===== src/rtl/aes256_dec_fsm.sv =====
// Iterative AES-256 inverse cipher: one round key per ARK step (fetched 14..0),
// InvShiftRows+InvSubBytes folded into a byte-serial pass through a registered inverse S-box.
module aes256_dec_fsm #(
   parameter int unsigned NR = 14
) (
   input  logic         clk,
   input  logic         resetn,
   input  logic         ctrl_dataIn_dec,
   input  logic [127:0] dec_dataIn,
   input  logic [127:0] dec_key,
   output logic [3:0]   dec_keyAddr,
   output logic [127:0] dec_dataOut,
   output logic         ctrl_dataOut_dec,
   output logic         dec_busy,
   output logic [2:0]   fsm_state
);

   localparam logic [3:0] NR_L = 4'(NR);

   localparam logic [2:0] S_IDLE = 3'd0;
   localparam logic [2:0] S_ARK  = 3'd1;
   localparam logic [2:0] S_IMC  = 3'd2;
   localparam logic [2:0] S_SUB  = 3'd3;
   localparam logic [2:0] S_DONE = 3'd4;
   localparam logic [2:0] S_HOLD = 3'd5;

   logic [2:0]   st;
   logic [127:0] state_q;
   logic [127:0] buf_q;
   logic [3:0]   round_q;
   logic [4:0]   cnt_q;
   logic [7:0]   rom_q;

   logic [1:0]   src_col;
   logic [3:0]   src_idx;
   logic [3:0]   wr_idx;
   logic [7:0]   src_byte;

   function automatic logic [7:0] xtime(input logic [7:0] a);
      return {a[6:0], 1'b0} ^ (a[7] ? 8'h1b : 8'h00);
   endfunction

   function automatic logic [7:0] gf_mul(input logic [7:0] a, input logic [7:0] b);
      logic [7:0] p;
      logic [7:0] x;
      p = 8'h00;
      x = a;
      for (int i = 0; i < 8; i++) begin
         if (b[i]) p = p ^ x;
         x = xtime(x);
      end
      return p;
   endfunction

   // Inverse affine map followed by the multiplicative inverse (a^254; zero maps to zero).
   function automatic logic [7:0] inv_sbox(input logic [7:0] y);
      logic [7:0] a;
      logic [7:0] p;
      logic [7:0] r;
      a = {y[6:0], y[7]} ^ {y[4:0], y[7:5]} ^ {y[1:0], y[7:2]} ^ 8'h05;
      p = a;
      r = 8'h01;
      for (int i = 0; i < 7; i++) begin
         p = gf_mul(p, p);
         r = gf_mul(r, p);
      end
      return r;
   endfunction

   function automatic logic [127:0] inv_mix(input logic [127:0] s);
      logic [127:0] o;
      logic [7:0]   a0, a1, a2, a3;
      o = '0;
      for (int c = 0; c < 4; c++) begin
         a0 = s[32*c +: 8];
         a1 = s[32*c+8 +: 8];
         a2 = s[32*c+16 +: 8];
         a3 = s[32*c+24 +: 8];
         o[32*c +: 8]    = gf_mul(a0, 8'h0e) ^ gf_mul(a1, 8'h0b) ^ gf_mul(a2, 8'h0d) ^ gf_mul(a3, 8'h09);
         o[32*c+8 +: 8]  = gf_mul(a0, 8'h09) ^ gf_mul(a1, 8'h0e) ^ gf_mul(a2, 8'h0b) ^ gf_mul(a3, 8'h0d);
         o[32*c+16 +: 8] = gf_mul(a0, 8'h0d) ^ gf_mul(a1, 8'h09) ^ gf_mul(a2, 8'h0e) ^ gf_mul(a3, 8'h0b);
         o[32*c+24 +: 8] = gf_mul(a0, 8'h0b) ^ gf_mul(a1, 8'h0d) ^ gf_mul(a2, 8'h09) ^ gf_mul(a3, 8'h0e);
      end
      return o;
   endfunction

   // Destination byte 4c+r takes source column (c-r) mod 4 of the same row.
   assign src_col  = cnt_q[3:2] - cnt_q[1:0];
   assign src_idx  = {src_col, cnt_q[1:0]};
   assign src_byte = state_q[{src_idx, 3'b000} +: 8];
   assign wr_idx   = cnt_q[3:0] - 4'd1;

   assign dec_busy  = (st != S_IDLE);
   assign fsm_state = st;

   always_ff @(posedge clk or negedge resetn) begin
      if (!resetn) begin
         st               <= S_IDLE;
         state_q          <= '0;
         buf_q            <= '0;
         round_q          <= NR_L;
         cnt_q            <= '0;
         rom_q            <= '0;
         dec_keyAddr      <= NR_L;
         dec_dataOut      <= '0;
         ctrl_dataOut_dec <= 1'b0;
      end else begin
         rom_q            <= inv_sbox(src_byte);
         ctrl_dataOut_dec <= 1'b0;
         case (st)
            S_IDLE: begin
               dec_keyAddr <= NR_L;
               cnt_q       <= '0;
               if (ctrl_dataIn_dec) begin
                  state_q <= dec_dataIn;
                  round_q <= NR_L;
                  st      <= S_ARK;
               end
            end
            S_ARK: begin
               state_q <= state_q ^ dec_key;
               cnt_q   <= '0;
               if (round_q == 4'd0)       st <= S_DONE;
               else if (round_q == NR_L)  st <= S_SUB;
               else                       st <= S_IMC;
            end
            S_IMC: begin
               state_q <= inv_mix(state_q);
               st      <= S_SUB;
            end
            S_SUB: begin
               // ROM output lags the address by one cycle, so byte j lands on count j+1.
               if (cnt_q != 5'd0) buf_q[{wr_idx, 3'b000} +: 8] <= rom_q;
               if (cnt_q == 5'd16) begin
                  state_q     <= {rom_q, buf_q[119:0]};
                  round_q     <= round_q - 4'd1;
                  dec_keyAddr <= dec_keyAddr - 4'd1;
                  st          <= S_ARK;
               end else begin
                  cnt_q <= cnt_q + 5'd1;
               end
            end
            S_DONE: begin
               dec_dataOut      <= state_q;
               ctrl_dataOut_dec <= 1'b1;
               st               <= S_HOLD;
            end
            S_HOLD: begin
               if (!ctrl_dataIn_dec) begin
                  dec_keyAddr <= NR_L;
                  st          <= S_IDLE;
               end
            end
            default: st <= S_IDLE;
         endcase
      end
   end

endmodule


===== config.mk =====
export PLATFORM = sky130hd
export DESIGN_NAME = aes256_dec_fsm
export DESIGN_NICKNAME = d
export VERILOG_FILES = /design/src/rtl/aes256_dec_fsm.sv
export SDC_FILE = /design/constraint.sdc
export NUM_CORES = 2
export LEC_CHECK = 0
export BUFFER_PORTS_ARGS = -buffer_cell sky130_fd_sc_hd__buf_2
export CAP_MARGIN = 20
export CORE_ASPECT_RATIO = 1.25
export CORE_UTILIZATION = 55
export CTS_CLUSTER_DIAMETER = 40
export DETAILED_ROUTE_END_ITERATION = 12
export PLACE_DENSITY_LB_ADDON = 0.2
export REMOVE_ABC_BUFFERS = 1
export SYNTH_ARGS = -nofsm -noshare
export SYNTH_HDL_FRONTEND = slang
export SYNTH_SLANG_ARGS = --single-unit

===== constraint.sdc =====
create_clock -name clk -period 52.1 [get_ports clk]
set_clock_uncertainty 0.15 [all_clocks]
set_input_delay 5.21 -clock clk [delete_from_list [all_inputs] [get_ports clk]]
set_output_delay 5.21 -clock clk [all_outputs]
set_load 0.02 [all_outputs]

======== Word level (Yosys, flattened, before mapping) ========
Cells that the tools add are included.
operators by class
  $add $sub $neg .......................... 6
  equality and inequality tests ........... 11
  shift-type cells ........................ 3
  multiplexer cells ....................... 414
  bitwise logic cells ..................... 401
  reduce and logical (&&, ||, !) cells .... 15
operators by type and width
  kind                                                   number
  XOR 8 bit                                              254
  two-way mux 8 bit                                      249
  XOR 8 x 5 -> 8 bit                                     138
  two-way mux 5 bit                                      141
  case mux 128 bit (4 select lines)                      1
  two-way mux 128 bit                                    2
  bitwise mux 128 bit                                    1
  variable shift 8 x 9 -> 128 bit, first input constant  1
  indexed part select 128 x 8 -> 8 bit                   1
  indexed part select 8 x 9 -> 128 bit                   1
  XOR 128 bit                                            1
  two-way mux 4 bit                                      5
  case mux 3 bit (6 select lines)                        1
  two-way mux 3 bit                                      5
  case mux 4 bit (3 select lines)                        1
  AND reduction 3 bit                                    4
  subtractor 4 x 1 -> 4 bit, second input constant       3
  case mux 5 bit (2 select lines)                        1
  negator 7 -> 9 bit                                     1
  inequality test 2 bit, second input constant           4
  case mux 4 bit (2 select lines)                        1
  two-way mux 7 bit                                      1
  inverter 1 bit, first input constant                   7
  equality test 3 x 2 -> 1 bit, second input constant    2
  18 further kinds                                       24
storage, ports and cells
  bits in registers ....................... 409
  input bits .............................. 259
  output and inout bits ................... 137
  word-level logic and storage cells ...... 859

======== Logic depth before layout (Yosys ltp) ========
  depth in word-level cells ............... 131
  depth in mapped cells ................... 71
  depth with buffers taken out ............ 59

======== Worst setup path after synthesis ========
OpenSTA, ideal clock, no wires.
  kind .................................... register -> register
  start ................................... reg cnt_q[2]
  end ..................................... reg rom_q[5]
  library setup time ...................... 0.123 ns
  data arrival time ....................... 16.031 ns
  data required time ...................... 51.827 ns
  setup slack ............................. 35.796 ns
  cell stages (with the launch flop) ...... 67
  path buffers ............................ 11
  clock period less this slack ............ 16.304 ns
  cell sequence ........................... dfrtp_1 -> clkbuf_1 -> inv_1 -> ha_1 -> xnor3_1 -> buf_6 -> mux2i_1 -> mux2i_4 -> xnor2_4 -> xnor2_2 -> inv_2 -> buf_4 -> buf_6 -> ha_1 -> xnor2_1 -> mux2i_1 -> xnor2_1 -> ha_1 -> (+31 left out) -> a211oi_1 -> mux2i_1 -> nor3_1 -> xor3_2 -> xor3_4 -> xnor2_1 -> mux2_1 -> a32oi_1 -> xor2_1 -> xnor3_2 -> xnor2_4 -> xor2_4 -> nand2_1 -> xor2_1 -> xnor2_1 -> xnor3_1 -> xnor2_1 -> xnor2_1
on the way
  cells in the longest elaborated chain, start to end .. 128
  elaborated cells between the ends (all ways) .. 389
  those cells by class .................... add/sub (1); shift (1); mux (202); bitwise (185)
RTL lines
  item                                                            line    source
  start, declared                                                 31      logic [4:0] cnt_q;
  start signal, assigned                                          140     cnt_q <= cnt_q + 5'd1;
  subtractor 2 bit *                                              88      assign src_col = cnt_q[3:2] - cnt_q[1:0];
  indexed part select 128 x 8 -> 8 bit *                          90      assign src_byte = state_q[{src_idx, 3'b000} +: 8];
  XOR 8 bit                                                       60      a = {y[6:0], y[7]} ^ {y[4:0], y[7:5]} ^ {y[1:0], y[7:2]} ^ 8'h05;
  XOR 8 bit *                                                     60
  two-way mux 5 bit / inverter 2 bit (equally long branches)      -
  XOR 8 x 5 -> 8 bit / two-way mux 8 bit (equally long branches)  40, 49
  XOR 8 bit                                                       49      if (b[i]) p = p ^ x;
  two-way mux 8 bit                                               49
  (+112 left out)                                                 -
  XOR 8 bit                                                       49
  two-way mux 8 bit                                               49
  XOR 8 bit                                                       49
  two-way mux 8 bit                                               49
  XOR 8 bit                                                       49
  two-way mux 8 bit                                               49
  XOR 8 bit                                                       49
  two-way mux 8 bit *                                             49
  end signal, assigned                                            108     rom_q <= inv_sbox(src_byte);
  end, declared                                                   32      logic [7:0] rom_q;
Every way passes the cells marked *; elsewhere a longest branch is shown, timed or not.
A chain may end at the register's enable or synchronous reset.

======== Worst setup path in the final report ========
  start ................................... reg cnt_q[0]
  end ..................................... reg rom_q[3]
on the way
  cells in the longest elaborated chain, start to end .. 129
  elaborated cells between the ends (all ways) .. 390
  those cells by class .................... add/sub (1); shift (1); mux (203); bitwise (185)
RTL lines
  item                                    line
  subtractor 2 bit                        88
  indexed part select 128 x 8 -> 8 bit *  90
  XOR 8 bit                               60
  XOR 8 bit *                             60
  inverter 2 bit (no line)                -
  two-way mux 8 bit                       49
  XOR 8 bit                               49
  two-way mux 8 bit                       49
  (+113 left out)                         -
  XOR 8 bit                               49
  two-way mux 8 bit                       49
  XOR 8 bit                               49
  two-way mux 8 bit                       49
  XOR 8 bit                               49
  two-way mux 8 bit                       49
  XOR 8 bit                               49
  two-way mux 8 bit *                     49
Marks and branches as above.

==> key figures <==
Clock tree
  – CTS Root Buffer Type: clkbuf_16
  – H-tree depth: 2
  – Worst-Skew Late Latency: 0.59 ns
  – Worst-case clock buffer depth: 3
  – Clock Pin Slew Worst Setup and Hold Paths: 0.06 ns
  – Hold buffer count at cts: 0
  – CTS resizes: 0
  – Inserted Clock Buffers: 44
  – CTS tree: done
  – Setup Buffers After CTS: 0
  – Clock sinks: 401

Yosys
  – Area contributors post-synth: xnor2_1, dfrtp_1, xor2_1
  – Synth async-reset ratio: 1.00
  – Synthesized cell area: 43700 um^2
  – Post-synth EDFFs: 0
  – Post-Syn Instances: 5131
  – Most common cell in the netlist: xnor2_1
  – Library cells used by synthesis: 106
  – Main synth FF type: dfrtp_1
  – Flops & latches, synth: 401
  – Top-area cell type share of the netlist area: 0.236
  – Area leader, netlist: xnor2_1
  – Warnings from Yosys: 0
  – Syn_area_per_cell: 8.52 um^2
  – Most frequent cells after synthesis: xnor2_1, nand2_1, nor2_1, dfrtp_1, clkbuf_1
  – Register area share after synthesis: 0.230

Worst setup path
  – Setup CP Type: flop to flop
  – Startpoint Class: flop
  – CP required: 52.45 ns
  – CP max FO: 50
  – Reg2Reg Launch Point: cnt_q[0]
  – Most common cell on crit path: xnor2_1
  – R2R cell count: 56
  – Worst setup endpoint: rom_q[3]
  – Crit path largest cell delay: 0.96 ns
  – Critical Path Source: cnt_q[0]
  – FF-to-FF End: rom_q[3]
  – CP endpoint kind: flop
  – Arr. time, crit path: 20.98 ns
  – R2r setup slk: 31.47 ns
  – Worst path slowest cell: xnor3_1

Timing
  – Setup TNS: 0 ns
  – Achievable Freq: 48.5 MHz
  – Final setup fails: 0
  – Slew at the pin closest to its max-slew limit: 1.14 ns
  – RSZ-0062 raised after global routing: false
  – Max Transition Viols Final: 0
  – Max-slew headroom: 0.243
  – Period Utilization, post-route: 0.396
  – Fin. Hold Viols: 0
  – Worst setup margin: 31.47 ns
  – Final critical-path required period: 20.63 ns
  – Hold Slack: 0.329 ns

Global route
  – Grt ovf: 0
  – First-pass GRT wire length: 230000 um
  – Gr usage total: 0.373
  – Met2 usage: 0.619
  – Top Usage Layer GRT: met2
  – Vias in the first global route: 37.1k
  – Met1 Use GR: 0.461
  – Pin count of the biggest net entering global routing: 125
  – Initial antenna violation count: 7
  – GR Layer Usage met3: 0.0624

Placement
  – Port Buffers: 395
  – Routability cong.: 1.00
  – Dpl hpwl: 112000 um
  – Place WS: 31.65 ns

Floorplanning
  – DIE WIDTH: 254 um
  – Die H: 317 um
  – # IOs: 396
  – Core ar.: 78700 um^2
  – Initial Util: 0.555
  – Std cell rows: 115
  – Die Area: 80600 um^2

Finish
  – Synth-to-layout area growth: 8.88%
  – Fraction of layout cells with a size suffix above 1: 0.169
  – Nets: 5509

Detailed routing
  – Vias: 38.7k
  – Wire per inst: 24.2 um
  – Initial drt markers: 3718
  – Final WL: 153000 um
  – Antenna-violating nets left: 0
  – DRT Pass-1 Iters: 6
  – Residual DRC: 0
  – Vias per cell: 6.13

Hold path
  – Hold WC Path Type: flop to flop

Run
  – # Max-Cap Violations: 0

Status
  – Outcome: finished, final reports clean
-- state kept, by name (all words and copies together), names as in the netlist --
| register | flops |
|---|---|
| fsm_state | 3 |
| cnt_q | 5 |
| buf_q | 120 |
| state_q | 128 |
| dec_keyAddr | 4 |
| ctrl_dataOut_dec | 1 |
| round_q | 4 |
| rom_q | 8 |
| dec_dataOut | 128 |
-- routing by layer --
metal	routed length, um	part of all wire
met5	55	0.00036
met4	9140	0.060
met3	12600	0.083
met2	72900	0.48
met1	58300	0.38
-- worst max-delay path, delay by kind of cell, from the launching register on --
family	cells	cell delay, ns
XOR/XNOR	22	8.82
AND/OR/NAND/NOR	13	3.75
multiplexers	6	2.73
AO/OA/AOI/OAI	8	1.94
buffers and inverters	4	1.46
adder cells (fa/ha/maj)	3	1.30
flip-flops	1	0.34
-- cell families after synthesis --
| logic type | synth area share |
|---|---|
| xor+xnor | 0.361 |
| flops | 0.230 |
| mux | 0.0775 |
| compound gates | 0.155 |
| simple gates | 0.127 |
| buf+inv | 0.0450 |
| fa+ha+maj | 0.00487 |
-- cell type report --
type / instances / area [um^2]
Multi-Input combinational cell: 4251 / 31900
Sequential cell: 401 / 10100
Fill cell: 7165 / 31100
Clock inverter: 19 / 160
Clock buffer: 61 / 1270
Tap cell: 1053 / 1320
Inverter: 41 / 154
Timing Repair Buffer: 494 / 2760
Antenna cell: 2 / 5.00
-- through the flow --
| stage | cell area, um^2 | instances | util |
|---|---|---|---|
| global route | 47600 | 6322 | 0.605 |
| global placement | 46100 | 6238 | 0.586 |
| finish | 47600 | 6322 | 0.605 |
| CTS | 47500 | 6318 | 0.604 |
| detailed placement | 46100 | 6238 | 0.586 |
| floorplan | 41900 | 4693 | - |
-- layout by cell type (no fill, tap or decap), drive strengths merged, types with 11 or more instances in the layout --
cell type | Yosys | final
a32oi | 16 | 16
a21oi | 162 | 162
o32ai | 63 | 63
clkbuf | 325 | 61
nor2b | 17 | 17
a31oi | 20 | 20
nand2b | 11 | 11
and2 | 26 | 26
nor2 | 455 | 455
a22oi | 137 | 137
nor4 | 13 | 13
buf | 113 | 494
o211ai | 21 | 21
dfrtp | 395 | 395
inv | 36 | 40
o21ai | 322 | 322
nand4 | 12 | 12
clkinv | 5 | 16
nor3 | 77 | 77
xor2 | 294 | 294
o21a | 13 | 13
mux4 | 29 | 29
o22ai | 99 | 99
mux2 | 160 | 160
xnor2 | 1225 | 1225
mux2i | 90 | 90
and3 | 16 | 16
nand2 | 582 | 582
ha | 17 | 17
xnor3 | 77 | 77
o31ai | 34 | 34
nand3 | 65 | 65
a211oi | 38 | 38
or3 | 20 | 20
-- how the worst min path moves through the flow --
stage	endpoint	cells past startpoint	start	slack (ns)
after floorplan	buf_q[115]	2	buf_q[115]	0.29
after global placement	buf_q[117]	2	buf_q[117]	0.31
after detailed placement	buf_q[49]	2	buf_q[49]	0.32
after CTS	buf_q[49]	2	buf_q[49]	0.33
after global routing	buf_q[76]	2	buf_q[76]	0.35
final	buf_q[49]	2	buf_q[49]	0.33
Power is left out: the tool's default activity adds up to more than one toggle a clock period on the data nets, which glitch-free logic cannot reach.
